### config.mk
export PLATFORM = sky130hd
export DESIGN_NAME = mul_arbiter
export DESIGN_NICKNAME = d
export VERILOG_FILES = /design/src/rtl/mul_arbiter.sv
export SDC_FILE = /design/constraint.sdc
export NUM_CORES = 1
export LEC_CHECK = 0
export BUFFER_PORTS_ARGS = -buffer_cell sky130_fd_sc_hd__buf_2
export CORE_AREA = 8 8 176 178
export CTS_CLUSTER_SIZE = 24
export DETAILED_ROUTE_END_ITERATION = 6
export DIE_AREA = 0 0 184 186
export PLACE_DENSITY = 0.56
export SETUP_SLACK_MARGIN = 0.5
export SKIP_LAST_GASP = 1
export SLEW_MARGIN = 20
export SYNTH_ARGS = -nofsm -noshare
export SYNTH_HDL_FRONTEND = slang
export SYNTH_SLANG_ARGS = --single-unit
### constraint.sdc
create_clock -name clock -period 4.8 [get_ports clock]
set_clock_uncertainty 0.15 [all_clocks]
set_input_delay 0.72 -clock clock [delete_from_list [all_inputs] [get_ports clock]]
set_output_delay 0.72 -clock clock [all_outputs]
set_load 0.05 [all_outputs]
### src/rtl/mul_arbiter.sv
// Round-robin arbiter/sequencer sharing one sequential multiplier among NUM_REQ requesters.
// One transaction in flight: accept in IDLE, pulse load, wait for done, hold response until taken.
module mul_arbiter #(
  parameter int unsigned NUM_REQ = 4,
  parameter int unsigned WIDTH   = 32
) (
  input  logic                       clock,
  input  logic                       reset,
  input  logic [NUM_REQ-1:0]         req_valid,
  input  logic [NUM_REQ*WIDTH-1:0]   req_a,
  input  logic [NUM_REQ*WIDTH-1:0]   req_b,
  output logic [NUM_REQ-1:0]         req_ready,
  output logic [NUM_REQ-1:0]         resp_valid,
  input  logic [NUM_REQ-1:0]         resp_ready,
  output logic [2*WIDTH-1:0]         resp_product,
  output logic                       mul_load,
  output logic [WIDTH-1:0]           mul_a,
  output logic [WIDTH-1:0]           mul_b,
  input  logic                       mul_done,
  input  logic [2*WIDTH-1:0]         mul_product
);

  localparam int unsigned IDXW = (NUM_REQ > 1) ? $clog2(NUM_REQ) : 1;

  typedef enum logic [1:0] {
    IDLE,
    ISSUE,
    WAIT,
    RESP
  } state_t;

  state_t             state_q, state_d;
  logic [IDXW-1:0]    ptr_q, ptr_d;
  logic [IDXW-1:0]    grant_q, grant_d;
  logic [WIDTH-1:0]   a_q, a_d;
  logic [WIDTH-1:0]   b_q, b_d;
  logic [2*WIDTH-1:0] product_q, product_d;

  logic [IDXW-1:0]    grant_idx;
  logic               any_valid;

  // Both passes scan downward so the lowest index wins; the second pass
  // (indices at or above ptr) overrides the wrapped-around first pass.
  always_comb begin
    any_valid = |req_valid;
    grant_idx = '0;
    for (int unsigned j = 0; j < NUM_REQ; j++) begin
      if (req_valid[NUM_REQ-1-j]) begin
        grant_idx = IDXW'(NUM_REQ-1-j);
      end
    end
    for (int unsigned j = 0; j < NUM_REQ; j++) begin
      if (req_valid[NUM_REQ-1-j] && ((NUM_REQ-1-j) >= 32'(ptr_q))) begin
        grant_idx = IDXW'(NUM_REQ-1-j);
      end
    end
  end

  always_comb begin
    state_d    = state_q;
    ptr_d      = ptr_q;
    grant_d    = grant_q;
    a_d        = a_q;
    b_d        = b_q;
    product_d  = product_q;
    req_ready  = '0;
    resp_valid = '0;
    mul_load   = 1'b0;

    case (state_q)
      IDLE: begin
        // No accept strobe during reset: the latch would be discarded.
        if (any_valid && !reset) begin
          req_ready[grant_idx] = 1'b1;
          grant_d = grant_idx;
          a_d     = req_a[grant_idx*WIDTH +: WIDTH];
          b_d     = req_b[grant_idx*WIDTH +: WIDTH];
          state_d = ISSUE;
        end
      end
      ISSUE: begin
        mul_load = 1'b1;
        state_d  = WAIT;
      end
      WAIT: begin
        if (mul_done) begin
          product_d = mul_product;
          state_d   = RESP;
        end
      end
      RESP: begin
        resp_valid[grant_q] = 1'b1;
        if (resp_ready[grant_q]) begin
          ptr_d   = (grant_q == IDXW'(NUM_REQ-1)) ? '0 : grant_q + 1'b1;
          state_d = IDLE;
        end
      end
      default: state_d = IDLE;
    endcase
  end

  always_ff @(posedge clock) begin
    if (reset) begin
      state_q   <= IDLE;
      ptr_q     <= '0;
      grant_q   <= '0;
      a_q       <= '0;
      b_q       <= '0;
      product_q <= '0;
    end else begin
      state_q   <= state_d;
      ptr_q     <= ptr_d;
      grant_q   <= grant_d;
      a_q       <= a_d;
      b_q       <= b_d;
      product_q <= product_d;
    end
  end

  assign mul_a        = a_q;
  assign mul_b        = b_q;
  assign resp_product = product_q;

endmodule

==> run_results.csv, run 1 <==
group,metric,value,unit
run_status,run_status,"finished clean",
layout,final_common_cell,"buf_2",
critical_path,slowest_delay,0.82,ns
job,cap_viol_max_count,0,
routing,via_per_inst,4.85,
yosys,yosysTopAreaCellShare,35.9,%
critical_path,ff2ff_setup_slack,1.92,ns
cts,htreeDepth,4,
floorplanning,rows,62,
critical_path,startpoint_type,"input pin",
layout,drive_gt1_share,50.7,%
yosys,synthDistinctLibCells,38,
sta,period_share,73.1,%
global_routing,grt_pass1_vias,8229,
pwr,vdd_drop_max,0.229,mV
yosys,synth_area,0.00748,mm²
sta,worst_slack,1.29,ns
floorplanning,dieArea,0.0342,mm²
floorplanning,die_y,186,µm
yosys,synth.avg_cell_area,8.71,µm²
placement,place_area,0.0100,mm²
cts,clock_path_buffers,2,
routing,drt_iter0_markers,320,
cts,hold_buffers,0,
yosys,syn-num-nets,1197,
critical_path,worstSetupEndpointType,"primary output",
routing,avgRoutedWirePerCell,20.0,µm
critical_path,worstPathRequired,3.93,ns
cts,clock-sinks,134,
critical_path,arrival,2.64,ns
layout,regArea,0.00268,mm²
yosys,yosysSeqAreaShare,35.9,%
sta,grt_setup_unrepaired,"false",
critical_path,path_cells,"buf_2, nor2b_1, or4b_4, and2_4, nor3_1, buf_2",
floorplanning,start_util,26.5,%
layout,multi_input_area,0.00436,mm²
routing,wl,33300,µm
cts,worstSkewPairLatency,0.42,ns
floorplanning,core-area,0.0282,mm²
cts,cts_setup_buffers,0,
critical_path,cp_max_fo,54,
layout,fin_area,0.0106,mm²
placement,portBuffers,467,
hold_path,hold_path_class,"reg2reg",
pwr,p_int,2.80,mW
placement,preCtsSetupSlack,1.33,ns
cts,cts_resized,0,
routing,firstDrtPassIters,4,
pwr,p_switching,2.47,mW
pwr,powerDensity,498,mW/mm²
routing,remaining_drc_errors,0,
layout,fin_nets,1606,
layout,mostFrequentLayoutCells,"buf_2, nand2_1, dfxtp_1",
pwr,p_leak,4.84,nW
pwr,clock_power_share,24.6,%
global_routing,grt_pass1_wl,48000,µm
cts,cts_inserted_buffers,17,
yosys,ys_warn_count,0,
critical_path,path_class,"in2out",
global_routing,grt_max_degree,76,
sta,slew_headroom,48.8,%
global_routing,overflow,0,
floorplanning,die_x,184,µm
cts,cts_root_buf,"clkbuf_16",
cts,clkSlewWorstSetupHoldPaths,0.06,ns
sta,final-setup-viol-count,0,
sta,hold_viol,0,
pwr,pwr-share-comb,46.1,%
critical_path,critical-path-slowest-cell,"or4b_4",
critical_path,crit_family,"simple AND/OR/NAND/NOR gates",
sta,timing.fmax,285,MHz
yosys,synth_area_leaders,"dfxtp_1, nand2_1, a211oi_2",
global_routing,antenna_found_initial,6,
layout,fillers,3021,
sta,slew_violations,0,
yosys,synth_top_cell_by_area,"dfxtp_1",
critical_path,crit_buf_inv,2,
yosys,syn-instance-count,858,
placement,dp_hpwl,25100,µm
pwr,swShare,46.9,%
sta,tightest_slew,0.767,ns
floorplanning,io_pins,468,
layout,syn_to_final_growth,41.5,%
placement,routabilityCongestion,0.889,
sta,finalCriticalPeriod,3.51,ns
routing,num_vias,8098,
yosys,ys_seq_elements,134,
cts,cts_tree,"built",
sta,tns,0,ns
global_routing,grt_use_total,18.1,%
routing,final_antenna_net_count,0,
pwr,seq_power_share,29.3,%
critical_path,crit_top_cell,"buf_2",
## stage by stage
stage	hold WS, ns	std cells	power (mW)	util, %
final	0.299	1668	5.27	37.5
after global routing	0.317	1666	5.54	37.5
after CTS	0.301	1664	5.35	37.4
after detailed placement	0.285	1632	4.02	35.4
after global placement	0.281	1632	4.00	35.4
after floorplan	0.296	858	3.32	-
## power groups by stage
| stage | registers, mW | clock network [mW] | logic [mW] |
|---|---|---|---|
| after floorplan | 2.46 | 0 | 0.858 |
| after global placement | 1.56 | 0 | 2.44 |
| after detailed placement | 1.56 | 0 | 2.46 |
| after CTS | 1.55 | 1.35 | 2.46 |
| after global routing | 1.58 | 1.39 | 2.58 |
| final | 1.55 | 1.30 | 2.43 |
## registers in the layout (all words and copies together) (netlist names)
register      flops
mul_a            32
grant_q           2
mul_b            32
ptr_q             2
resp_product     64
state_q           2
## kinds of logic after synthesis
kind of cell,share of synthesized area (%)
multiplexers,0.971
adder cells (fa/ha/maj),1.34
AND/OR/NAND/NOR,25.5
buffers and inverters,6.43
AO/OA/AOI/OAI,29.9
flip-flops,35.9
## worst reg2reg max path, cell delays in order (launching register included)
cell and delay (ns):
dfxtp_1 0.47, a21boi_0 0.24, o32ai_4 0.50, buf_4 0.50, buf_4 0.62, a211oi_1 0.12, o31ai_1 0.21
## final cells by class
cell class	instances	area share [%]
flip-flops and latches	134	25.3
repair buffers	480	23.2
well taps	384	4.54
multi-input cells	630	41.2
clock inverters	13	1.16
diodes	4	0.0946
inverters	4	0.142
clock buffers	19	4.28
## per-layer routing
layer / vias to the layer above / track usage (%) / wire [µm]
li1: 3939 / - / -
met3: 49 / 6.66 / 2970
met5: - / 0 / 34
met4: 6 / 6.45 / 758
met2: 360 / 30.6 / 15900
met1: 3744 / 20.8 / 13600
## synthesized netlist by cell type
cell type,count
nand2_1,199
dfxtp_1,134
and3_1,86
a211oi_1,74
a21oi_1,67
clkbuf_1,52
a211oi_2,50
and3_4,38
o31ai_2,38
o31ai_1,24
buf_2,15
buf_6,13
ha_1,8
buf_1,7
nor2_1,6
and2_1,5
mux2i_1,5
inv_1,4
nor2b_1,4
nor3_1,4
buf_4,3
nand2b_1,2
nand3_1,2
nand3b_1,2
o21ai_0,2
o221ai_1,2
a21boi_0,1
a221oi_1,1
and2_4,1
mux4_2,1
nand2_4,1
nor3b_1,1
nor4_1,1
o32a_1,1
o32ai_1,1
or3_1,1
or4_1,1
or4b_1,1
## final timing paths
kind / endpoint / startpoint / cells after the start
worst min-delay path: resp_product[40] / resp_product[40] / 2
worst min register to register: resp_product[40] / resp_product[40] / 2
worst max-delay path: req_ready[3] / req_valid[2] / 6
worst max register to register: mul_b[0] / ptr_q[1] / 6
No activity file was read; power rests on OpenSTA's default activity.
==> inputs of run 2 (changes only) <==
clock period = 3.3 ns   (was 4.8 ns; I/O delays follow)
==> run_results.csv, run 2 (same netlist as run 1, synthesis figures left out) <==
group,metric,value,unit
cts,cts_inserted_buffers,17,
layout,fin_nets,1618,
cts,hold_buffers,0,
critical_path,slowest_delay,0.58,ns
layout,drive_gt1_share,51.5,%
routing,via_per_inst,4.82,
hold_path,hold_path_class,"in2reg",
critical_path,worstPathRequired,2.65,ns
sta,slew_headroom,47.0,%
sta,hold_viol,0,
layout,fillers,3007,
critical_path,r2r_start,"ptr_q[1]",
routing,num_vias,8087,
layout,regArea,0.00268,mm²
floorplanning,dieArea,0.0342,mm²
placement,portBuffers,467,
pwr,vdd_drop_max,0.313,mV
cts,cts_tree,"built",
sta,finalCriticalPeriod,2.69,ns
hold_path,hold_path.startpoint,"mul_product[17]",
cts,clkSlewWorstSetupHoldPaths,0.07,ns
floorplanning,start_util,26.5,%
floorplanning,io_pins,468,
routing,wl,33500,µm
sta,period_share,81.5,%
global_routing,antenna_found_initial,6,
global_routing,grt_pass1_wl,49500,µm
routing,final_antenna_net_count,0,
critical_path,startpoint_type,"register",
floorplanning,die_x,184,µm
sta,final-setup-viol-count,0,
layout,final_common_cell,"buf_2",
placement,dp_hpwl,25700,µm
layout,mostFrequentLayoutCells,"buf_2, nand2_1, dfxtp_1",
global_routing,grt_max_degree,70,
sta,fin_worst_hold_slack,0.159,ns
global_routing,overflow,0,
job,cap_viol_max_count,0,
cts,cts_root_buf,"clkbuf_16",
global_routing,grt_use_total,18.6,%
sta,grt_setup_unrepaired,"true",
pwr,p_leak,4.93,nW
pwr,powerDensity,723,mW/mm²
critical_path,cp_max_fo,7,
sta,timing.fmax,372,MHz
routing,firstDrtPassIters,4,
layout,largest_register_ffs,64,
sta,tightest_slew,0.792,ns
layout,syn_to_final_growth,44.3,%
critical_path,arrival,2.04,ns
floorplanning,die_y,186,µm
critical_path,path_cells,"or4b_4, and2_4, nor3_4, buf_6",
routing,avgRoutedWirePerCell,19.9,µm
layout,multi_input_area,0.00440,mm²
placement,routabilityCongestion,0.886,
run_status,run_status,"finished clean",
routing,drt_iter0_markers,302,
sta,slew_violations,0,
cts,clock_path_buffers,2,
critical_path,critical-path-slowest-cell,"or4b_4",
global_routing,grt_pass1_vias,8428,
critical_path,worstSetupEndpointType,"primary output",
cts,htreeDepth,4,
floorplanning,core-area,0.0282,mm²
critical_path,cp-startpoint,"ptr_q[1]",
critical_path,path_class,"reg2out",
routing,remaining_drc_errors,0,
cts,clock-sinks,134,
sta,tns,0,ns
cts,worstSkewPairLatency,0.41,ns
floorplanning,rows,62,
==> run 2: cell count changes in the layout (fill, tap and decap cells not counted), moves of 2 or more <==
cell / before / now
buf_4: 11 / 20
clkinv_2: 3 / 1
inv_8: 1 / 5
clkbuf_8: 2 / 0
buf_2: 467 / 464
nor3_2: 0 / 3
inv_6: 2 / 4
buf_12: 2 / 7
nor3_1: 4 / 0
==> run 2: power by group <==
group	switching [mW]	leakage [nW]	total, mW	internal [mW]
Sequential	0.212	1.10	2.24	2.03
Combinational	2.60	3.55	3.62	1.02
Clock	0.872	0.284	1.95	1.08
==> run 2: area by class of cell <==
| type | instances | share of cell area (%) |
|---|---|---|
| clock buffer | 17 | 3.94 |
| multi-input combinational | 630 | 40.7 |
| sequential | 134 | 24.9 |
| tap | 384 | 4.45 |
| antenna | 3 | 0.0696 |
| inverter | 4 | 0.139 |
| timing repair buffer | 492 | 24.3 |
| clock inverter | 15 | 1.47 |
==> run 2: path summary, 6_finish.rpt <==
| path | depth (start not counted) | slack [ns] | endpoint |
|---|---|---|---|
| worst max-delay path | 4 | 0.61 | req_ready[1] |
| worst min-delay path | 3 | 0.16 | resp_product[17] |
| worst max register to register | 5 | 0.81 | mul_b[6] |
| worst min register to register | 2 | 0.30 | mul_b[6] |
==> run 2: stage by stage <==
step           setup slack (ns)  power (mW)  area (µm²)  instances  utilization (%)
2_1_floorplan             0.331        4.84        7500        858                -
3_3_place_gp              0.370        5.90       10200       1642             36.0
3_5_place_dp              0.334        5.93       10200       1642             36.0
4_1_cts                   0.495        7.93       10800       1676             38.2
5_1_grt                   0.480        8.23       10800       1678             38.2
6_report                  0.612        7.81       10800       1679             38.2
==> run 2: worst max-delay path: cells and delay by family (launching register included) <==
kind          cells  cell delay [ns]
simple gates      3             0.98
flops             1             0.46
buf+inv           1             0.18
==> run 2: per-layer routing <==
| layer | up-vias | wire (µm) | share of wire [%] | global-route usage, % |
|---|---|---|---|---|
| met1 | 3734 | 13700 | 41 | 21.5 |
| met2 | 341 | 16300 | 49 | 31.6 |
| met3 | 37 | 2980 | 8.9 | 6.68 |
| met5 | - | 39 | 0.12 | 0 |
| met4 | 6 | 555 | 1.7 | 5.55 |
| li1 | 3969 | - | - | - |
==> run 2: what timing repair did <==
item / 4_1_cts / 5_1_grt
gates resized for setup: 3 / 4
pin swaps: 2 / 1
setup buffers: 2 / 0
endpoints found under the setup margin: 4 / 4
==> inputs of run 3 (changes only) <==
PLACE_DENSITY = 0.58   (was 0.56)
clock period = 2.25 ns   (was 3.3 ns; I/O delays follow)
==> run_results.csv, run 3 (same netlist as run 1, synthesis figures left out) <==
group,metric,value,unit
routing,drt_iter0_markers,327,
routing,wl_met1,14600,µm
critical_path,startpoint_type,"register",
layout,fin_nets,1766,
layout,final_common_cell,"buf_2",
pwr,pwr-share-comb,50.5,%
layout,drive_gt1_share,62.2,%
sta,worst_slack,-0.0929,ns
sta,tightest_slew,0.320,ns
routing,avgRoutedWirePerCell,20.4,µm
cts,clock-sinks,134,
placement,portBuffers,467,
sta,period_share,104,%
pwr,seq_power_share,26.7,%
cts,clkSlewWorstSetupHoldPaths,0.06,ns
critical_path,slowest_delay,0.58,ns
routing,wl,37200,µm
floorplanning,die_x,184,µm
placement,dp_hpwl,25900,µm
sta,grt_setup_unrepaired,"true",
run_status,violations,"setup timing",
layout,utilization,48.6,%
pwr,clock_power_share,22.7,%
global_routing,antenna_found_initial,4,
global_routing,grt_use_total,19.9,%
critical_path,path_cells,"or4_4, and2_4, nor3_4, buf_6",
layout,instances_no_fill,1826,
run_status,run_status,"finished, violations left",
global_routing,grt_pass1_vias,9451,
layout,largest_register_ffs,64,
critical_path,worstSetupEndpointType,"primary output",
floorplanning,start_util,26.5,%
sta,slew_headroom,78.7,%
layout,mostFrequentLayoutCells,"buf_2, nand2_1, dfxtp_1",
cts,cts_inserted_buffers,17,
floorplanning,io_pins,468,
routing,dr_wl_met2,18500,µm
placement,place_area,0.0110,mm²
floorplanning,core-area,0.0282,mm²
pwr,p_int,6.87,mW
routing,num_vias,8953,
sta,hold_viol,0,
sta,slew_violations,0,
pwr,powerDensity,914,mW/mm²
global_routing,grt_max_degree,72,
floorplanning,die_y,186,µm
pwr,p_switching,5.67,mW
routing,remaining_drc_errors,0,
global_routing,overflow,0,
placement,routabilityCongestion,0.869,
floorplanning,dieArea,0.0342,mm²
critical_path,cp_max_fo,5,
job,cap_viol_max_count,0,
critical_path,critical-path-slowest-cell,"or4_4",
routing,top_layer,"met5",
critical_path,arrival,1.86,ns
critical_path,path_class,"reg2out",
floorplanning,rows,62,
layout,syn_to_final_growth,83.4,%
placement,preCtsSetupSlack,-0.219,ns
pwr,swShare,45.2,%
cts,cts_tree,"built",
cts,clock_path_buffers,2,
hold_path,hold_path_class,"in2reg",
critical_path,worstPathRequired,1.76,ns
global_routing,grt_pass1_wl,52900,µm
placement,placed_cells,1684,
routing,final_antenna_net_count,0,
cts,htreeDepth,4,
routing,wl_met3,2890,µm
cts,worstSkewPairLatency,0.42,ns
layout,multi_input_area,0.00517,mm²
sta,finalCriticalPeriod,2.34,ns
routing,firstDrtPassIters,4,
pwr,p_leak,6.08,nW
sta,final-setup-viol-count,6,
layout,fin_area,0.0137,mm²
sta,timing.fmax,427,MHz
layout,regArea,0.00270,mm²
layout,fillers,2677,
sta,tns,-0.313,ns
cts,cts_root_buf,"clkbuf_16",
routing,via_per_inst,4.90,
pwr,vdd_drop_max,0.481,mV
## run 3: repair_timing
item / in CTS / in global routing
gates cloned: 10 / 14
gates resized for setup: 118 / 58
hold endpoints to repair: 51 / 0
setup buffers: 17 / 16
endpoints found under the setup margin: 76 / 79
hold buffers: 51 / 0
pin swaps: 70 / 51
## run 3: power by group through the flow
stage,sequential (mW),combinational (mW),clock (mW)
detailed placement,3.36,5.70,0
finish,3.35,6.34,2.85
CTS,3.34,6.01,2.93
global placement,3.36,5.66,0
floorplan,5.25,1.97,0
global route,3.42,6.68,3.01
## run 3: layout make-up
type,instances,area share (%)
tap,384,3.50
inverter,4,0.146
antenna,2,0.0365
sequential,134,19.7
multi-input combinational,630,37.7
clock buffer,18,3.20
clock inverter,14,1.09
timing repair buffer,640,34.6
## run 3: path summary, 6_finish.rpt
kind                                        from                to  slack (ns)  cells past startpoint
worst min register to register  resp_product[57]  resp_product[57]        0.30                      2
worst min-delay path             mul_product[20]  resp_product[20]        0.03                      3
worst max-delay path                    ptr_q[1]      req_ready[1]       -0.09                      4
worst max register to register          ptr_q[1]         mul_a[31]       -0.02                      9
## run 3: critical path, delay by kind of cell (launching register included)
kind          cells  cell delay [ns]
simple gates      3             0.91
flops             1             0.35
buf+inv           1             0.18
## run 3: through the flow
| step | hold slack [ns] | total power, mW |
|---|---|---|
| global route | 0.0126 | 13.1 |
| CTS | 0.000606 | 12.3 |
| finish | 0.0305 | 12.5 |
| global placement | 0.281 | 9.01 |
| detailed placement | 0.288 | 9.06 |
| floorplan | 0.324 | 7.22 |
## run 3: metal layers
metal | vias up | global-route usage [%]
li1 | 4275 | -
met1 | 4231 | 21.8
met2 | 381 | 34.6
met3 | 64 | 6.91
met4 | 2 | 8.55
met5 | - | 0
